<file path="src/rtl/hbm_wt_scale_reader.sv">
// Walks one CHin row of HBM weight beats. Each group is one FP16 scale beat
// followed by its INT4 weight beats. Every weight is re-emitted with its scale and block index.
module hbm_wt_scale_reader #(
  parameter int HBM_AXI_DATA_WIDTH = 256,
  parameter int WT_DW              = 4,
  parameter int WT_quant_scale_DW  = 16,
  parameter int T_quant_block      = 128
) (
  input  logic                          clk,
  input  logic                          rst_n,
  input  logic                          start,
  input  logic [15:0]                   ch_in,
  input  logic                          s_valid,
  output logic                          s_ready,
  input  logic [HBM_AXI_DATA_WIDTH-1:0] s_data,
  output logic                          m_valid,
  input  logic                          m_ready,
  output logic [HBM_AXI_DATA_WIDTH-1:0] m_wt,
  output logic [WT_quant_scale_DW-1:0]  m_scale,
  output logic [15:0]                   m_block,
  output logic                          m_last,
  output logic                          busy,
  output logic                          done,
  output logic                          err,
  output logic [1:0]                    dbg_state
);

  localparam int WT_CH_Tgroup = T_quant_block * HBM_AXI_DATA_WIDTH / WT_quant_scale_DW;
  localparam int WT_PER_BEAT  = HBM_AXI_DATA_WIDTH / WT_DW;
  localparam int GROUP_BEATS  = WT_CH_Tgroup / WT_PER_BEAT;
  localparam int BLK_SHIFT    = $clog2(T_quant_block / WT_PER_BEAT);
  localparam int LSB_W        = $clog2(WT_PER_BEAT);
  localparam int N_SLOT       = HBM_AXI_DATA_WIDTH / WT_quant_scale_DW;
  localparam int SLOT_W       = $clog2(N_SLOT);

  typedef enum logic [1:0] {IDLE, SCALE, WT, FIN} state_t;

  state_t                                   state;
  logic [15:0]                              total;
  logic [15:0]                              global_beat;
  logic [15:0]                              beat_cnt;
  logic [N_SLOT-1:0][WT_quant_scale_DW-1:0] scale_reg;

  logic              accept;
  logic              beat_last;
  logic              grp_last;
  logic              ch_ok;
  logic [15:0]       slot_full;
  logic [SLOT_W-1:0] slot;

  // Handshake: a beat transfers on a cycle where valid && ready at the rising edge.
  // The source must hold s_valid/s_data until accepted; m_* are held while m_valid && !m_ready.
  assign s_ready   = (state == SCALE) || ((state == WT) && (!m_valid || m_ready));
  assign busy      = (state != IDLE);
  assign dbg_state = state;
  assign accept    = s_valid && s_ready;
  assign beat_last = (global_beat == total - 16'd1);
  assign grp_last  = beat_last || (beat_cnt == 16'(GROUP_BEATS - 1));
  assign ch_ok     = (ch_in != 16'd0) && (ch_in[LSB_W-1:0] == '0);
  assign slot_full = beat_cnt >> BLK_SHIFT;
  assign slot      = slot_full[SLOT_W-1:0];

  always_ff @(posedge clk) begin
    if (!rst_n) begin
      state       <= IDLE;
      total       <= '0;
      global_beat <= '0;
      beat_cnt    <= '0;
      scale_reg   <= '0;
      m_valid     <= 1'b0;
      m_wt        <= '0;
      m_scale     <= '0;
      m_block     <= '0;
      m_last      <= 1'b0;
      done        <= 1'b0;
      err         <= 1'b0;
    end else begin
      done <= 1'b0;
      err  <= 1'b0;
      // Output register drains on m_ready; a load in WT below takes precedence.
      if (m_ready) m_valid <= 1'b0;
      case (state)
        IDLE: begin
          if (start) begin
            if (ch_ok) begin
              total       <= ch_in >> LSB_W;
              global_beat <= '0;
              state       <= SCALE;
            end else begin
              err <= 1'b1;
            end
          end
        end
        SCALE: begin
          if (s_valid) begin
            scale_reg <= s_data;
            beat_cnt  <= '0;
            state     <= WT;
          end
        end
        WT: begin
          if (accept) begin
            m_valid     <= 1'b1;
            m_wt        <= s_data;
            m_scale     <= scale_reg[slot];
            m_block     <= global_beat >> BLK_SHIFT;
            m_last      <= beat_last;
            global_beat <= global_beat + 16'd1;
            beat_cnt    <= beat_cnt + 16'd1;
            if (grp_last) state <= beat_last ? FIN : SCALE;
          end
        end
        FIN: begin
          if (!m_valid || m_ready) begin
            done  <= 1'b1;
            state <= IDLE;
          end
        end
        default: state <= IDLE;
      endcase
    end
  end

endmodule

</file>
<file path="config.mk">
export PLATFORM = sky130hd
export DESIGN_NAME = hbm_wt_scale_reader
export DESIGN_NICKNAME = d
export VERILOG_FILES = /design/src/rtl/hbm_wt_scale_reader.sv
export SDC_FILE = /design/constraint.sdc
export NUM_CORES = 1
export LEC_CHECK = 0
export BUFFER_PORTS_ARGS = -buffer_cell sky130_fd_sc_hd__buf_2
export CAP_MARGIN = 25
export CORE_ASPECT_RATIO = 1.25
export CORE_UTILIZATION = 46
export CTS_CLUSTER_SIZE = 24
export DETAILED_ROUTE_END_ITERATION = 10
export PLACE_DENSITY = 0.73
export SLEW_MARGIN = 20
export SYNTH_ARGS = -nofsm -noshare
export SYNTH_HDL_FRONTEND = slang
export SYNTH_SLANG_ARGS = --single-unit
export TNS_END_PERCENT = 1
</file>
<file path="constraint.sdc">
create_clock -name clk -period 7.9 [get_ports clk]
set_clock_uncertainty 0.15 [all_clocks]
set_input_delay 1.975 -clock clk [delete_from_list [all_inputs] [get_ports clk]]
set_output_delay 1.975 -clock clk [all_outputs]
set_load 0.03 [all_outputs]
</file>
---- Word level (Yosys, flattened, before mapping) ----
Index checks and enable logic that the tools add are counted.
storage, ports and cells
  bits in registers ....................... 591
  bits of input ports ..................... 277
  output and inout bits ................... 296
  logic and storage cells ................. 85
operators by class
  add/sub/neg operators ................... 3
  order comparisons ....................... 1
  equal/unequal tests ..................... 11
  muxes and demuxes ....................... 22
  reductions and logical operators ........ 21
operator list
  kind                   count
  $mux 16                6
  $bmux 16 s4            1
  $pmux 16 s2            2
  $add 16x1->16 const B  2
  $eq 16x16->1           1
  $eq 16x5->1 const B    1
  $reduce_bool 16->1     1
  $mux 2                 7
  $ne 2x2->1 const B     6
  $sub 10x1->11 const B  1
  $reduce_and 3->1       3
  $pmux 2 s4             1
  $logic_not 6->1        1
  $reduce_and 2->1       3
  $reduce_and 6->1       1
  $reduce_bool 2->1      3
  $lt 4x5->1 const B     1
  $mux 1                 5
  $eq 2x2->1 const B     2
  $reduce_and 4->1       1
  $logic_and 1x1->1      3
  $logic_or 1x1->1       3
  $eq 2x1->1 const B     1
  $logic_not 2->1        1
  $logic_not 1->1        1

---- Longest topological paths before layout ----
Gate-level depths: netlist (run 1).
  depth in word-level cells ............... 7
  gate-level depth with buffers ........... 9
  gate-level depth less buffers ........... 8

---- Worst setup path before layout (run 1) ----
Ideal clock, no wire load.
  kind .................................... input to output
  start point ............................. input m_ready
  end point ............................... output s_ready
  arrival ................................. 2.803 ns
  data required time ...................... 5.775 ns
  slack ................................... 2.972 ns
  cell stages on the path ................. 2
  cells stage by stage .................... nor2b_1 -> o21ai_0
on the way
  word-level cells in the longest chain between the ends .. 3
RTL lines
  what                RTL line  text
  start: declaration  17        input logic m_ready,
  $logic_or 1x1->1    53        assign s_ready = (state == SCALE) || ((state == WT) && (!m_valid || m_ready));
  $logic_and 1x1->1   53
  $logic_or 1x1->1    53
  end: declaration    14        output logic s_ready,
Every way passes these cells.

---- Final worst setup path (run 1) ----
Same ends and word-level chain as after synthesis.

==> impl_metrics.csv, run 1 <==
group,metric,value,unit
timing,slew_violations,0,
routing,drt-total-wl,74400,um
synthesis,synth_seq_area_share,51.4,%
synthesis,synthXorXnorAreaFrac,0.951,%
placement,io_buffer_count,571,
global_routing,antenna_found_initial,9,
synthesis,syn_area_per_cell,8.24,sq um
clock_tree,numCtsBuffers,57,
routing,wl_per_cell,18.9,um
timing,period_share,60.5,%
final_layout,area_growth,22.7,%
synthesis,synth-simple-area-share,21.4,%
global_routing,gr-total-overflow,0,
routing,drt_iter0_markers,1623,
critical_path,cp_data_required_time,5780,ps
clock_tree,clk_latency,610,ps
power,ir_worst_vdd,0.173,mV
synthesis,synth.most_common_cell,"nand2_1",
synthesis,syn_area,23000,sq um
synthesis,synthAdderAreaFrac,0.163,%
synthesis,syn-instance-count,2794,
global_routing,grt_first_pass_wirelength,111000,um
timing,fin_crit,4780,ps
critical_path,crit_fanout,3,
clock_tree,clk_path_buf_depth,3,
synthesis,synthTopCellsByCount,"nand2_1 (1108), dfxtp_1 (591), a21oi_1 (557)",
synthesis,synthMuxAreaShare,8.55,%
die,die_x,202,um
die,num_rows,91,
routing,viasPerCell,5.32,
critical_path,crit_type,"primary input to output pin",
routing,ant_nets,0,
critical_path,crit_path_end_kind,"output pin",
critical_path,rr_endpoint,"beat_cnt[8]$_SDFFE_PN0P_",
synthesis,synth.distinct_cells,57,
hold_path,worstHoldStart,"m_scale[3]$_SDFFE_PN0P_",
clock_tree,hold_buffers,0,
global_routing,use_met1,35.2,%
clock_tree,cts.sinks,591,
die,core_area,49400,sq um
synthesis,synth_top_cell_by_area,"dfxtp_1",
timing,setup_viol,0,
synthesis,synth_compound_area_share,13.5,%
timing,rsz0062_at_grt,"no",
clock_tree,post-cts-setup-buffer-count,0,
routing,drc,0,
final_layout,drive_gt1_share,24.5,%
global_routing,grt_max_degree,206,
power,p_leak,10.8,nW
die,io_pins,573,
synthesis,ys.flop_type,"dfxtp_1",
final_layout,fillers,4595,
synthesis,synth.top_cells.by_area,"dfxtp_1 (51%), nand2_1 (18%), a21oi_1 (12%)",
placement,gp_congestion,0.876,
die,start_util,46.6,%
run_status,status,"finished clean",
timing,hold_viol,0,
synthesis,ys_warn_count,0,
clock_tree,h-tree-depth,2,
global_routing,track_usage,28.0,%
critical_path,r2r_slack,4540,ps
hold_path,min_path_cells,2,
timing,max_freq,209,MHz
job,maxCapViolations,0,
clock_tree,clockRootBuffer,"clkbuf_16",
synthesis,synth_seq_cells,591,
global_routing,grt_busiest_layer,"met2",
synthesis,synth_top_family_by_area,"simple AND/OR/NAND/NOR gates",
synthesis,yosys.area.top_type_share,51.4,%
global_routing,use_met2,47.8,%
power,power.density,253,nW/um^2
placement,dpl.hpwl,52300,um
hold_path,worstHoldPathType,"flip-flop to flip-flop",
critical_path,ff2ff_path_depth,7,
timing,slew_headroom,29.9,%
timing,finalSetupTns,0,ps
die,die_y,252,um
synthesis,synthesis.nets,3074,
global_routing,first_global_vias,19231,
synthesis,async_flop_share,0,%
clock_tree,path_clk_slew,60,ps
die,dieArea,51000,sq um
hold_path,holdPathEnd,"m_scale[3]$_SDFFE_PN0P_",
timing,holdWs,301,ps
clock_tree,cts_resized,0,
routing,dr.pass1.iters,8,
final_layout,fin_nets,3502,
timing,tightest_slew,1050,ps
synthesis,synth-edff-count,0,
routing,vias,20904,
critical_path,r2r-start,"beat_cnt[1]$_SDFFE_PN0P_",
global_routing,global_route.usage.met3,4.16,%
critical_path,start_kind,"primary input",
clock_tree,cts_tree,"yes",
critical_path,cp.arrival,2650,ps
[stage by stage]
stage	std cells	total power (W)	setup WS (ps)	cell area (sq um)	util, %
6_report	3929	0.00714	3120	28200	57.2
5_1_grt	3929	0.00738	3070	28200	57.2
4_1_cts	3919	0.00718	3130	28200	57.0
3_5_place_dp	3812	0.00416	3140	26000	52.7
3_3_place_gp	3811	0.00414	3160	26000	52.7
2_1_floorplan	2794	0.00382	2970	23000	-
[cell type report]
cell class                 count  area, sq um  share of cell area (%)
multi-input combinational   1973        10300                    36.5
sequential                   591        11800                    41.9
clock buffer                  86         1790                    6.34
antenna                        8         20.0                  0.0709
tap                          651          815                    2.88
clock inverter                21          339                    1.20
inverter                       9         41.3                   0.146
timing repair buffer         590         3100                    11.0
[metal layers]
metal  vias up  wire [um]
li1      10134          -
met1      9858      30000
met2       759      37000
met3       151       4300
met4         2       3070
met5         -          8
[power by group]
| part | total, W | switching [W] | internal [W] | leakage [nW] |
|---|---|---|---|---|
| Clock | 0.00304 | 0.00119 | 0.00186 | 1.05 |
| Sequential | 0.00322 | 0.0000900 | 0.00313 | 4.76 |
| Combinational | 0.000885 | 0.000624 | 0.000261 | 4.98 |
[critical path, cell delays in order]
cell	delay [ps]
buf_2	80
nor2b_1	50
o21ai_0	280
buf_2	260
[cells by family after synthesis]
logic type	after synthesis
multiplexers	96
buffers and inverters	230
flip-flops	591
XOR/XNOR	25
adder cells (fa/ha/maj)	3
AND/OR/NAND/NOR	1246
other	1
AO/OA/AOI/OAI	602
[cells in the final DEF (no fill, tap or decap), types with 4 or more instances in the layout]
cell	instances
a2111oi_0	5
a211oi_1	8
a21oi_1	557
a31oi_1	6
and3_1	7
and4_1	4
buf_12	5
buf_2	571
buf_4	12
bufinv_16	9
clkbuf_1	8
clkbuf_16	61
clkbuf_8	17
clkinv_2	9
dfxtp_1	589
diode_2	8
inv_1	8
mux2_2	5
mux2i_1	11
mux4_2	80
nand2_1	1108
nand3_1	16
nand4_1	7
nor2_1	53
nor2b_1	4
nor3_1	7
nor4_1	10
o21ai_0	12
or3_1	4
xnor2_1	22
[how the worst max path moves through the flow]
stage	startpoint	end	depth (start not counted)
2_1_floorplan	m_ready	s_ready	2
3_5_place_dp	m_ready	s_ready	4
6_report	m_ready	s_ready	4
4_1_cts	m_ready	s_ready	4
3_3_place_gp	m_ready	s_ready	4
5_1_grt	m_ready	s_ready	4
(Power assumes the default switching activity.)
==> run 2, diff against run 1 <==
Settings changed: ABC_AREA set to 1, PLACE_DENSITY 0.73 to 0.72.
Clock period 7.9 ns to 4.7 ns, I/O delays scaled along.
==> impl_metrics.csv, run 2 <==
group,metric,value,unit
final_layout,fin_nets,3894,
clock_tree,h-tree-depth,2,
timing,tightest_slew,1040,ps
critical_path,cp_common_cell,"nand2_1",
synthesis,syn_area_per_cell,7.28,sq um
final_layout,drive_gt1_share,19.1,%
critical_path,path_buf_inv,2,
placement,place_ws,1370,ps
critical_path,crit_path_cell_trace,"clkinv_2, buf_4, a21oi_1, o21ai_0, nand2_1, nand2_1, a41oi_1",
clock_tree,path_clk_slew,60,ps
final_layout,fillers,4844,
synthesis,synth_top_cell_by_area,"dfxtp_1",
routing,dr.pass1.iters,6,
synthesis,synthTopCellsByCount,"nor2_1 (886), o21ai_0 (697), dfxtp_1 (591)",
routing,drc,0,
die,num_rows,91,
placement,dpl.hpwl,53100,um
clock_tree,cts_resized,0,
final_layout,final_cell_mix,"nor2_1 (885), o21ai_0 (697), dfxtp_1 (589), buf_2 (570), a21oi_1 (248)",
synthesis,ys_warn_count,0,
timing,slew_headroom,30.5,%
timing,setup_slack,1490,ps
power,p_leak,13.1,nW
global_routing,track_usage,28.5,%
critical_path,crit_fanout,67,
clock_tree,clockRootBuffer,"clkbuf_16",
die,die_x,204,um
synthesis,ys.flop_type,"dfxtp_1",
routing,drt-total-wl,77000,um
timing,fin_crit,3210,ps
clock_tree,clk_path_buf_depth,3,
synthesis,synth.top_cells.by_area,"dfxtp_1 (51%), o21ai_0 (15%), nor2_1 (14%)",
final_layout,area_growth,20.7,%
synthesis,synth.distinct_cells,39,
timing,max_freq,312,MHz
die,die_y,254,um
global_routing,grt_max_degree,208,
routing,viasPerCell,5.30,
placement,placedCellCount,4206,
final_layout,final_core_util,56.7,%
synthesis,synthesis.nets,3486,
global_routing,grt_first_pass_wirelength,116000,um
critical_path,cp_data_required_time,5060,ps
synthesis,async_flop_share,0,%
run_status,status,"finished clean",
critical_path,start_kind,"flip-flop",
timing,setup_viol,0,
synthesis,yosys.area.top_type_share,50.7,%
timing,slew_violations,0,
synthesis,syn_area,23400,sq um
power,power.density,568,nW/um^2
die,io_pins,573,
synthesis,syn-instance-count,3206,
critical_path,cpPeakStageDelay,770,ps
die,core_area,49800,sq um
clock_tree,numCtsBuffers,56,
hold_path,worstHoldPathType,"flip-flop to flip-flop",
critical_path,cp_top_family,"buffers and inverters",
clock_tree,hold_buffers,0,
critical_path,crit_path_end_kind,"flip-flop",
timing,hold_viol,0,
die,dieArea,51700,sq um
global_routing,antenna_found_initial,3,
final_layout,finalNonFillerCells,4310,
critical_path,crit_type,"flip-flop to flip-flop",
placement,io_buffer_count,571,
routing,ant_nets,0,
synthesis,synth_seq_cells,591,
final_layout,final_common_cell,"nor2_1",
synthesis,synth-edff-count,0,
timing,finalSetupTns,0,ps
synthesis,synth.most_common_cell,"nor2_1",
routing,drt_iter0_markers,1980,
placement,gp_congestion,0.864,
job,maxCapViolations,0,
timing,period_share,68.3,%
synthesis,synth_seq_area_share,50.7,%
clock_tree,cts_tree,"yes",
clock_tree,clk_latency,610,ps
timing,rsz0062_at_grt,"no",
critical_path,crit_slowest_cell,"clkinv_2",
global_routing,first_global_vias,20854,
critical_path,cp.arrival,3570,ps
clock_tree,cts.sinks,591,
power,finalPower,0.0160,W
clock_tree,post-cts-setup-buffer-count,0,
power,ir_worst_vdd,0.330,mV
global_routing,gr-total-overflow,0,
routing,vias,22822,
die,start_util,46.9,%
routing,wl_per_cell,17.9,um
[run 2: cell count changes after synthesis, sizes merged, moves of 80 or more]
cell and change:
o21ai +683, mux4 -80, nor2 +836, nand2 -928, a21oi -309, inv +168
[run 2: final timing paths]
kind	depth (start not counted)	startpoint	end	slack [ps]
min reg2reg	2	scale_reg[41]$_SDFFE_PN0P_	scale_reg[41]$_SDFFE_PN0P_	300
min	2	scale_reg[41]$_SDFFE_PN0P_	scale_reg[41]$_SDFFE_PN0P_	300
max reg2reg	7	beat_cnt[1]$_SDFFE_PN0P_	m_scale[2]$_SDFFE_PN0P_	1490
max	7	beat_cnt[1]$_SDFFE_PN0P_	m_scale[2]$_SDFFE_PN0P_	1490
[run 2: tightest hold or removal path, cell delays in order (launching register included)]
cell,delay (ps)
dfxtp_1,300
inv_1,60
a21oi_1,50
[run 2: cell families after synthesis]
family                     after synthesis  share of synthesized area [%]
AOI/OAI and AO/OA                      994                           21.8
xor gates and xnor gates                16                          0.600
adders and majority gates                3                          0.161
buffers and inverters                  421                           6.93
DFF                                    591                           50.7
other                                    1                         0.0161
and+or+nand+nor                       1180                           19.8
[run 2: through the flow]
| step | hold slack, ps | instance area [sq um] |
|---|---|---|
| floorplan | 279 | 23400 |
| global placement | 290 | 26300 |
| detailed placement | 294 | 26300 |
| CTS | 303 | 28200 |
| global route | 316 | 28200 |
| finish | 302 | 28200 |
[run 2: area by class of cell]
type | count | area, sq um | share of cell area [%]
flip-flops and latches | 591 | 11800 | 42.0
well taps | 651 | 815 | 2.89
multi-input cells | 2194 | 9910 | 35.2
diodes | 3 | 7.51 | 0.0266
clock buffers | 78 | 1610 | 5.69
inverters | 178 | 684 | 2.43
clock inverters | 22 | 210 | 0.746
repair buffers | 593 | 3120 | 11.1
[run 2: report_power, final]
part	leakage (nW)	switching, W	internal, W
clock network	0.891	0.00199	0.00255
logic	7.41	0.00354	0.00126
registers	4.78	0.000504	0.00617
[run 2: metal layers]
layer | part of all wire [%] | GRT usage (%)
met5 | 0 | 0
met2 | 48 | 47.4
met3 | 6.2 | 4.99
met4 | 3.4 | 10.9
met1 | 43 | 36.6
